[src/rtl/bus_master_if.sv]
//------------------------------------------------------------------------------
// bus_master_if : requesting end of the round-robin shared bus; one word per req.
// Optional macro BUS_TIMEOUT_EN aborts a WAIT after TIMEOUT_CYCLES with ack+err.
// Revision: 1.0
//------------------------------------------------------------------------------
`default_nettype none

module bus_master_if #(
  parameter int ADDR_W         = 30,
  parameter int DATA_W         = 32,
  parameter int TIMEOUT_CYCLES = 255
) (
  input  logic              clk,
  input  logic              reset,
  input  logic              req,
  input  logic              rw,
  input  logic [ADDR_W-1:0] addr,
  input  logic [DATA_W-1:0] wr_data,
  output logic [DATA_W-1:0] rd_data,
  output logic              ack,
  output logic              err,
  output logic              busy,
  output logic              bus_req_,
  input  logic              bus_grnt_,
  output logic              bus_as_,
  output logic              bus_rw,
  output logic [ADDR_W-1:0] bus_addr,
  output logic [DATA_W-1:0] bus_wr_data,
  input  logic [DATA_W-1:0] bus_rd_data,
  input  logic              bus_rdy_
);

  typedef enum logic [1:0] {
    S_IDLE   = 2'd0,
    S_REQ    = 2'd1,
    S_ACCESS = 2'd2,
    S_WAIT   = 2'd3
  } state_t;

  state_t              state_q, state_d;
  logic                bus_req_q, bus_req_d;
  logic                bus_as_q, bus_as_d;
  logic                bus_rw_q, bus_rw_d;
  logic [ADDR_W-1:0]   bus_addr_q, bus_addr_d;
  logic [DATA_W-1:0]   bus_wr_data_q, bus_wr_data_d;
  logic [DATA_W-1:0]   rd_data_q, rd_data_d;
  logic                ack_q, ack_d;

`ifdef BUS_TIMEOUT_EN
  localparam logic [7:0] TIMEOUT_LIMIT = 8'(TIMEOUT_CYCLES);
  logic       err_q, err_d;
  logic [7:0] cnt_q, cnt_d;
`endif

  always_comb begin
    state_d       = state_q;
    bus_req_d     = bus_req_q;
    bus_as_d      = bus_as_q;
    bus_rw_d      = bus_rw_q;
    bus_addr_d    = bus_addr_q;
    bus_wr_data_d = bus_wr_data_q;
    rd_data_d     = rd_data_q;
    ack_d         = 1'b0;
`ifdef BUS_TIMEOUT_EN
    err_d         = 1'b0;
    cnt_d         = cnt_q;
`endif
    case (state_q)
      S_IDLE: begin
        if (req) begin
          bus_rw_d      = rw;
          bus_addr_d    = addr;
          bus_wr_data_d = wr_data;
          bus_req_d     = 1'b0;
          state_d       = S_REQ;
        end
      end
      S_REQ: begin
        if (!bus_grnt_) begin
          bus_as_d = 1'b0;
          state_d  = S_ACCESS;
        end
      end
      S_ACCESS: begin
        bus_as_d = 1'b1;
        state_d  = S_WAIT;
`ifdef BUS_TIMEOUT_EN
        cnt_d    = 8'd0;
`endif
      end
      S_WAIT: begin
        // A ready on the terminal timeout cycle still completes normally.
        if (!bus_rdy_) begin
          if (bus_rw_q) rd_data_d = bus_rd_data;
          ack_d     = 1'b1;
          bus_req_d = 1'b1;
          state_d   = S_IDLE;
        end
`ifdef BUS_TIMEOUT_EN
        else if (cnt_q + 8'd1 == TIMEOUT_LIMIT) begin
          ack_d     = 1'b1;
          err_d     = 1'b1;
          bus_req_d = 1'b1;
          state_d   = S_IDLE;
        end else begin
          cnt_d = cnt_q + 8'd1;
        end
`endif
      end
      default: state_d = S_IDLE;
    endcase
  end

  always_ff @(posedge clk or posedge reset) begin
    if (reset) begin
      state_q       <= S_IDLE;
      bus_req_q     <= 1'b1;
      bus_as_q      <= 1'b1;
      bus_rw_q      <= 1'b1;
      bus_addr_q    <= '0;
      bus_wr_data_q <= '0;
      rd_data_q     <= '0;
      ack_q         <= 1'b0;
`ifdef BUS_TIMEOUT_EN
      err_q         <= 1'b0;
      cnt_q         <= 8'd0;
`endif
    end else begin
      state_q       <= state_d;
      bus_req_q     <= bus_req_d;
      bus_as_q      <= bus_as_d;
      bus_rw_q      <= bus_rw_d;
      bus_addr_q    <= bus_addr_d;
      bus_wr_data_q <= bus_wr_data_d;
      rd_data_q     <= rd_data_d;
      ack_q         <= ack_d;
`ifdef BUS_TIMEOUT_EN
      err_q         <= err_d;
      cnt_q         <= cnt_d;
`endif
    end
  end

  assign rd_data     = rd_data_q;
  assign ack         = ack_q;
  assign bus_req_    = bus_req_q;
  assign bus_as_     = bus_as_q;
  assign bus_rw      = bus_rw_q;
  assign bus_addr    = bus_addr_q;
  assign bus_wr_data = bus_wr_data_q;
  assign busy        = (state_q != S_IDLE) | req;

`ifdef BUS_TIMEOUT_EN
  assign err = err_q;
`else
  // No timeout path: TIMEOUT_CYCLES is at least 1, so this is constant 0.
  assign err = ack_q & (TIMEOUT_CYCLES == 0);
`endif

endmodule

`default_nettype wire

[config.mk]
export PLATFORM = sky130hd
export DESIGN_NAME = bus_master_if
export DESIGN_NICKNAME = d
export VERILOG_FILES = /design/src/rtl/bus_master_if.sv
export SDC_FILE = /design/constraint.sdc
export NUM_CORES = 1
export LEC_CHECK = 0
export ABC_AREA = 0
export ABC_CLOCK_PERIOD_IN_PS = 4900
export CAP_MARGIN = 5
export CORE_UTILIZATION = 40
export CTS_CLUSTER_DIAMETER = 40
export DETAILED_ROUTE_END_ITERATION = 8
export DONT_BUFFER_PORTS = 1
export GPL_ROUTABILITY_DRIVEN = 0
export SLEW_MARGIN = 20
export SYNTH_ARGS = -nofsm -noshare
export SYNTH_HDL_FRONTEND = slang
export SYNTH_SLANG_ARGS = --single-unit
[constraint.sdc]
create_clock -name clk -period 4.9 [get_ports clk]
set_input_delay 0.49 -clock clk [delete_from_list [all_inputs] [get_ports clk]]
set_output_delay 0.49 -clock clk [all_outputs]
set_load 0.02 [all_outputs]
=== Word-level counts from Yosys, hierarchy flattened ===
Cells that the tools add are included.

* Equality and inequality tests: 6
* Multiplexer cells: 11
* Bitwise gates (word level): 2
* Reductions and logical operators: 9

{| class="wikitable"
|+ Operator list
! kind !! count
|-
| 3-bit AND reduction || 3
|-
| 2-bit one-hot mux with 4 select lines || 1
|-
| 2-bit 2-to-1 mux || 3
|-
| 2-bit inequality test (second input constant) || 3
|-
| 2-bit nonzero test || 3
|-
| 1-bit 2-to-1 mux || 5
|-
| 2-bit == test (second input constant) || 2
|-
| 1-bit one-hot mux with 2 select lines || 2
|-
| 2-bit AND reduction || 2
|-
| 2-bit by 1-bit == test with 1-bit output (second input constant) || 1
|-
| 2-bit zero test || 1
|-
| 1-bit inverter || 1
|-
| 1-bit OR || 1
|}

* Logic and storage cells: 36
* Output and inout bits: 100
* Bits of input ports: 100
* Register bits: 100

=== Longest topological paths before layout ===
* Depth in word-level cells: 3
* Gate-level depth with buffers: 5
* Mapped depth without buffers: 5

=== Worst setup path before layout ===
OpenSTA, ideal clock, no wires.

* Kind: reg2reg
* Start: register state_q[0]
* End: register bus_addr_q[10] (netlist: bus_addr[10])
* Setup time: 0.125 ns
* Cell stages (with the launch flop): 6
* Data required time: 4.775 ns
* Buffers on the path: 1
* Data arrival time: 1.381 ns
* Path slack: 3.394 ns
* Clock period less this slack: 1.506 ns
* Path through: dfrtp_1 -> inv_1 -> ha_1 -> nand2_2 -> clkbuf_8 -> mux2_2

* Word-level cells in the longest chain between the ends: 2

{| class="wikitable"
|+ RTL lines
! item !! line !! RTL
|-
| start: declaration || 40 || <nowiki>state_t state_q, state_d;</nowiki>
|-
| start signal: assignment || 129 || <nowiki>state_q <= state_d;</nowiki>
|-
| 2-bit zero test || 68 || <nowiki>case (state_q)</nowiki>
|-
| 2-bit AND reduction (no source line) || n/a ||
|-
| end signal: assignment || 133 || <nowiki>bus_addr_q <= bus_addr_d;</nowiki>
|-
| end: declaration || 44 || <nowiki>logic [ADDR_W-1:0] bus_addr_q, bus_addr_d;</nowiki>
|}

Every way passes these cells.
A chain may end at the register's enable or synchronous reset.

=== Worst setup path after layout ===
* Start: register state_q[1]
* End: register bus_wr_data_q[10] (netlist: bus_wr_data[10])

* Word-level cells in the longest chain between the ends: 2

{| class="wikitable"
|+ RTL lines
! item !! line !! RTL
|-
| 2-bit zero test || 68 ||
|-
| 2-bit AND reduction (no source line) || n/a ||
|-
| end signal: assignment || 134 || <nowiki>bus_wr_data_q <= bus_wr_data_d;</nowiki>
|-
| end: declaration || 45 || <nowiki>logic [DATA_W-1:0] bus_wr_data_q, bus_wr_data_d;</nowiki>
|}

Every way passes these cells.

==> run_results.csv <==
group,metric,value,unit
setup_path,worstPathMaxFanout,37,
global_routing,grt_max_degree,54,
setup_path,critPathKind,"reg2reg",
die,dieArea,10200,sq um
cells_and_area,layout_common_cells,"dfrtp_1, mux2_2, clkbuf_8",
cells_and_area,multi_input_area,1270,sq um
cells_and_area,regArea,2510,sq um
sta,slew_headroom,57.3,%
cells_and_area,fin_cells,370,
setup_path,critPathLaunch,"state_q[1]$_DFFE_PP0P_",
cells_and_area,drive_above_1_share,49.4,%
detailed_routing,routedWlPerCell,18.0,um
sta,slew_violations,0,
clock_network,cts_tree,"built",
power_and_ir_drop,p_clk_share,15.8,%
die,fp.dieW,101,um
power_and_ir_drop,internal_power,1910,uW
sta,rsz0062_at_grt,"false",
clock_network,post_cts_buffers,0,
power_and_ir_drop,irDropWorstVdd,0.269,mV
power_and_ir_drop,powerDensity,773,nW/um^2
placement,dpl.hpwl,4.87,mm
placement,dp.cells,354,
detailed_routing,drc,0,
setup_path,end_kind,"flop",
detailed_routing,postRouteAntennaNets,0,
clock_network,cts_resized,0,
clock_network,cts_max_level,3,
detailed_routing,vias,1846,
die,die_h,101,um
setup_path,rrSetupSlack,2630,ps
setup_path,crit_arrival,2510,ps
cells_and_area,nFillCells,888,
detailed_routing,drt_iter0_drc,30,
power_and_ir_drop,p_seq_share,63.9,%
sta,finalSetupViolCount,0,
cells_and_area,final_common_cell,"dfrtp_1",
clock_network,cts_buffers,9,
power_and_ir_drop,comb_power_share,20.3,%
cells_and_area,fin_nets,342,
yosys,synthesis.area,3910,sq um
sta,fin_setup_tns,0,ps
global_routing,gr-total-overflow,0,
sta,finalCriticalPeriod,2270,ps
sta,max_slew.worst_pin.slew,640,ps
yosys,syn_avg_cell_area,16.8,sq um
sta,report.final.hold_viol_count,0,
power_and_ir_drop,p_sw_share,40.6,%
detailed_routing,via_per_inst,4.99,
die,initial_core_util,41.7,%
clock_network,insertion_delay,350,ps
global_routing,grt_pass1_vias,1866,
sta,fin_worst_skew,7.48,ps
clock_network,cts-root-buf,"clkbuf_8",
setup_path,required,5140,ps
yosys,seq_area_frac_synth,64.2,%
clock_network,clockBufferDepth,2,
die,rows,35,
clock_network,clock-sinks,100,
yosys,synth_nets,339,
run_status,status,"complete, no violations",
yosys,netlist_instances,233,
sta,post-route-period-util,46.4,%
power_and_ir_drop,cellLeakagePower,0.00182,uW
yosys,synth-seq-cells,100,
clock_network,clkTransAtPathRegs,90,ps
flow_run,drv_cap,0,
global_routing,gr-usage-all-layers,12.9,%
die,io_pins,200,
clock_network,cts_hold_buf,0,
detailed_routing,first_pass_iters,2,
placement,io_buffers,0,
cells_and_area,antenna_cells,0,
setup_path,rr_worst_depth,5,
setup_path,crit-reg2reg-launch,"state_q[1]$_DFFE_PP0P_",
setup_path,cp-start-kind,"flop",
detailed_routing,wirelength,6.66,mm
power_and_ir_drop,p_switching,1300,uW
die,core_area,9370,sq um
global_routing,grt_pass1_wl,9.67,mm
yosys,synth_cell_type_count,19,
cells_and_area,area_delta_synth_final,6.44,%
min_path,hold_path_class,"in2async",
sta,max_freq,440,MHz
yosys,yosysWarnings,0,
global_routing,grt_antenna_before_repair,0,
layer usage:
metal / wire [um] / share of wire, % / global-route usage, %
met1: 2260 / 34 / 13.3
met2: 3660 / 55 / 22.1
met3: 602 / 9.0 / 5.76
met4: 130 / 2.0 / 6.47
met5: 0 / 0 / 0
Yosys cell counts:
| library cell | number | area, sq um |
|---|---|---|
| a21oi_1 | 2 | 10.0 |
| clkbuf_8 | 5 | 68.8 |
| dfstp_2 | 3 | 78.8 |
| mux2i_1 | 2 | 20.0 |
| ha_1 | 6 | 75.1 |
| conb_1 | 1 | 3.75 |
| nand2_1 | 2 | 7.51 |
| inv_1 | 3 | 11.3 |
| nor2b_1 | 1 | 6.26 |
| nand3_1 | 1 | 5.00 |
| nor2_1 | 4 | 15.0 |
| dfrtp_1 | 97 | 2430 |
| buf_4 | 1 | 7.51 |
| nand2_4 | 1 | 11.3 |
| nand2_2 | 1 | 6.26 |
| mux2_2 | 96 | 1080 |
| nor2b_4 | 1 | 13.8 |
| buf_6 | 4 | 45.0 |
| nand2b_1 | 2 | 12.5 |
path summary, 6_finish.rpt:
path,end
setup / recovery,bus_wr_data[10]$_DFFE_PP0P_
hold / removal,rd_data[7]$_DFFE_PP0P_
setup reg to reg,bus_wr_data[10]$_DFFE_PP0P_
hold reg to reg,bus_req_$_DFFE_PP1P_
max in group asynchronous,rd_data[2]$_DFFE_PP0P_
min in group clk,ack$_DFF_PP0_
metrics by stage:
| stage | instance area (sq um) | total power, uW | util (%) | setup WS [ps] | hold WS, ps |
|---|---|---|---|---|---|
| 2_1_floorplan | 3910 | 2610 | - | 1800 | 535 |
| 3_3_place_gp | 3960 | 2720 | 42.3 | 2600 | 488 |
| 3_5_place_dp | 3960 | 2750 | 42.3 | 2580 | 495 |
| 4_1_cts | 4160 | 3270 | 44.4 | 2560 | 102 |
| 5_1_grt | 4160 | 3400 | 44.4 | 2430 | 112 |
| 6_report | 4160 | 3220 | 44.4 | 2630 | 83.5 |
final cells by class:
type	count	share of cell area, %
sequential	100	60.3
multi-input combinational	120	30.5
tap	129	3.88
clock buffer	11	3.16
clock inverter	5	1.50
timing repair buffer	2	0.361
inverter	3	0.331
sequential cells by signal, indices dropped and copies added (netlist names):
| name | cells |
|---|---|
| ack | 1 |
| bus_addr | 30 |
| bus_as_ | 1 |
| bus_req_ | 1 |
| bus_rw | 1 |
| bus_wr_data | 32 |
| rd_data | 32 |
| state_q | 2 |
power by group through the flow:
stage	combinational, uW	clock (uW)	sequential [uW]
floorplan	629	0	1980
global placement	644	0	2080
detailed placement	673	0	2080
CTS	672	532	2060
global route	726	564	2110
finish	654	507	2050
cell families (layout without fill, tap and decap cells):
kind of cell,Yosys count,in the layout,synth area share [%]
adders and majority gates,6,6,1.92
buffers and inverters,13,21,3.40
muxes,98,98,28.2
other,1,1,0.0960
AOI/OAI and AO/OA,2,2,0.256
DFF,100,100,64.2
and+or+nand+nor,13,13,1.99
critical path, stage by stage, from the launching register on:
cell	delay [ps]
dfrtp_1	430
inv_1	110
ha_1	230
nand2_2	470
buf_4	520
mux2_2	390
Note: power is estimated with default switching activity, not from simulation.
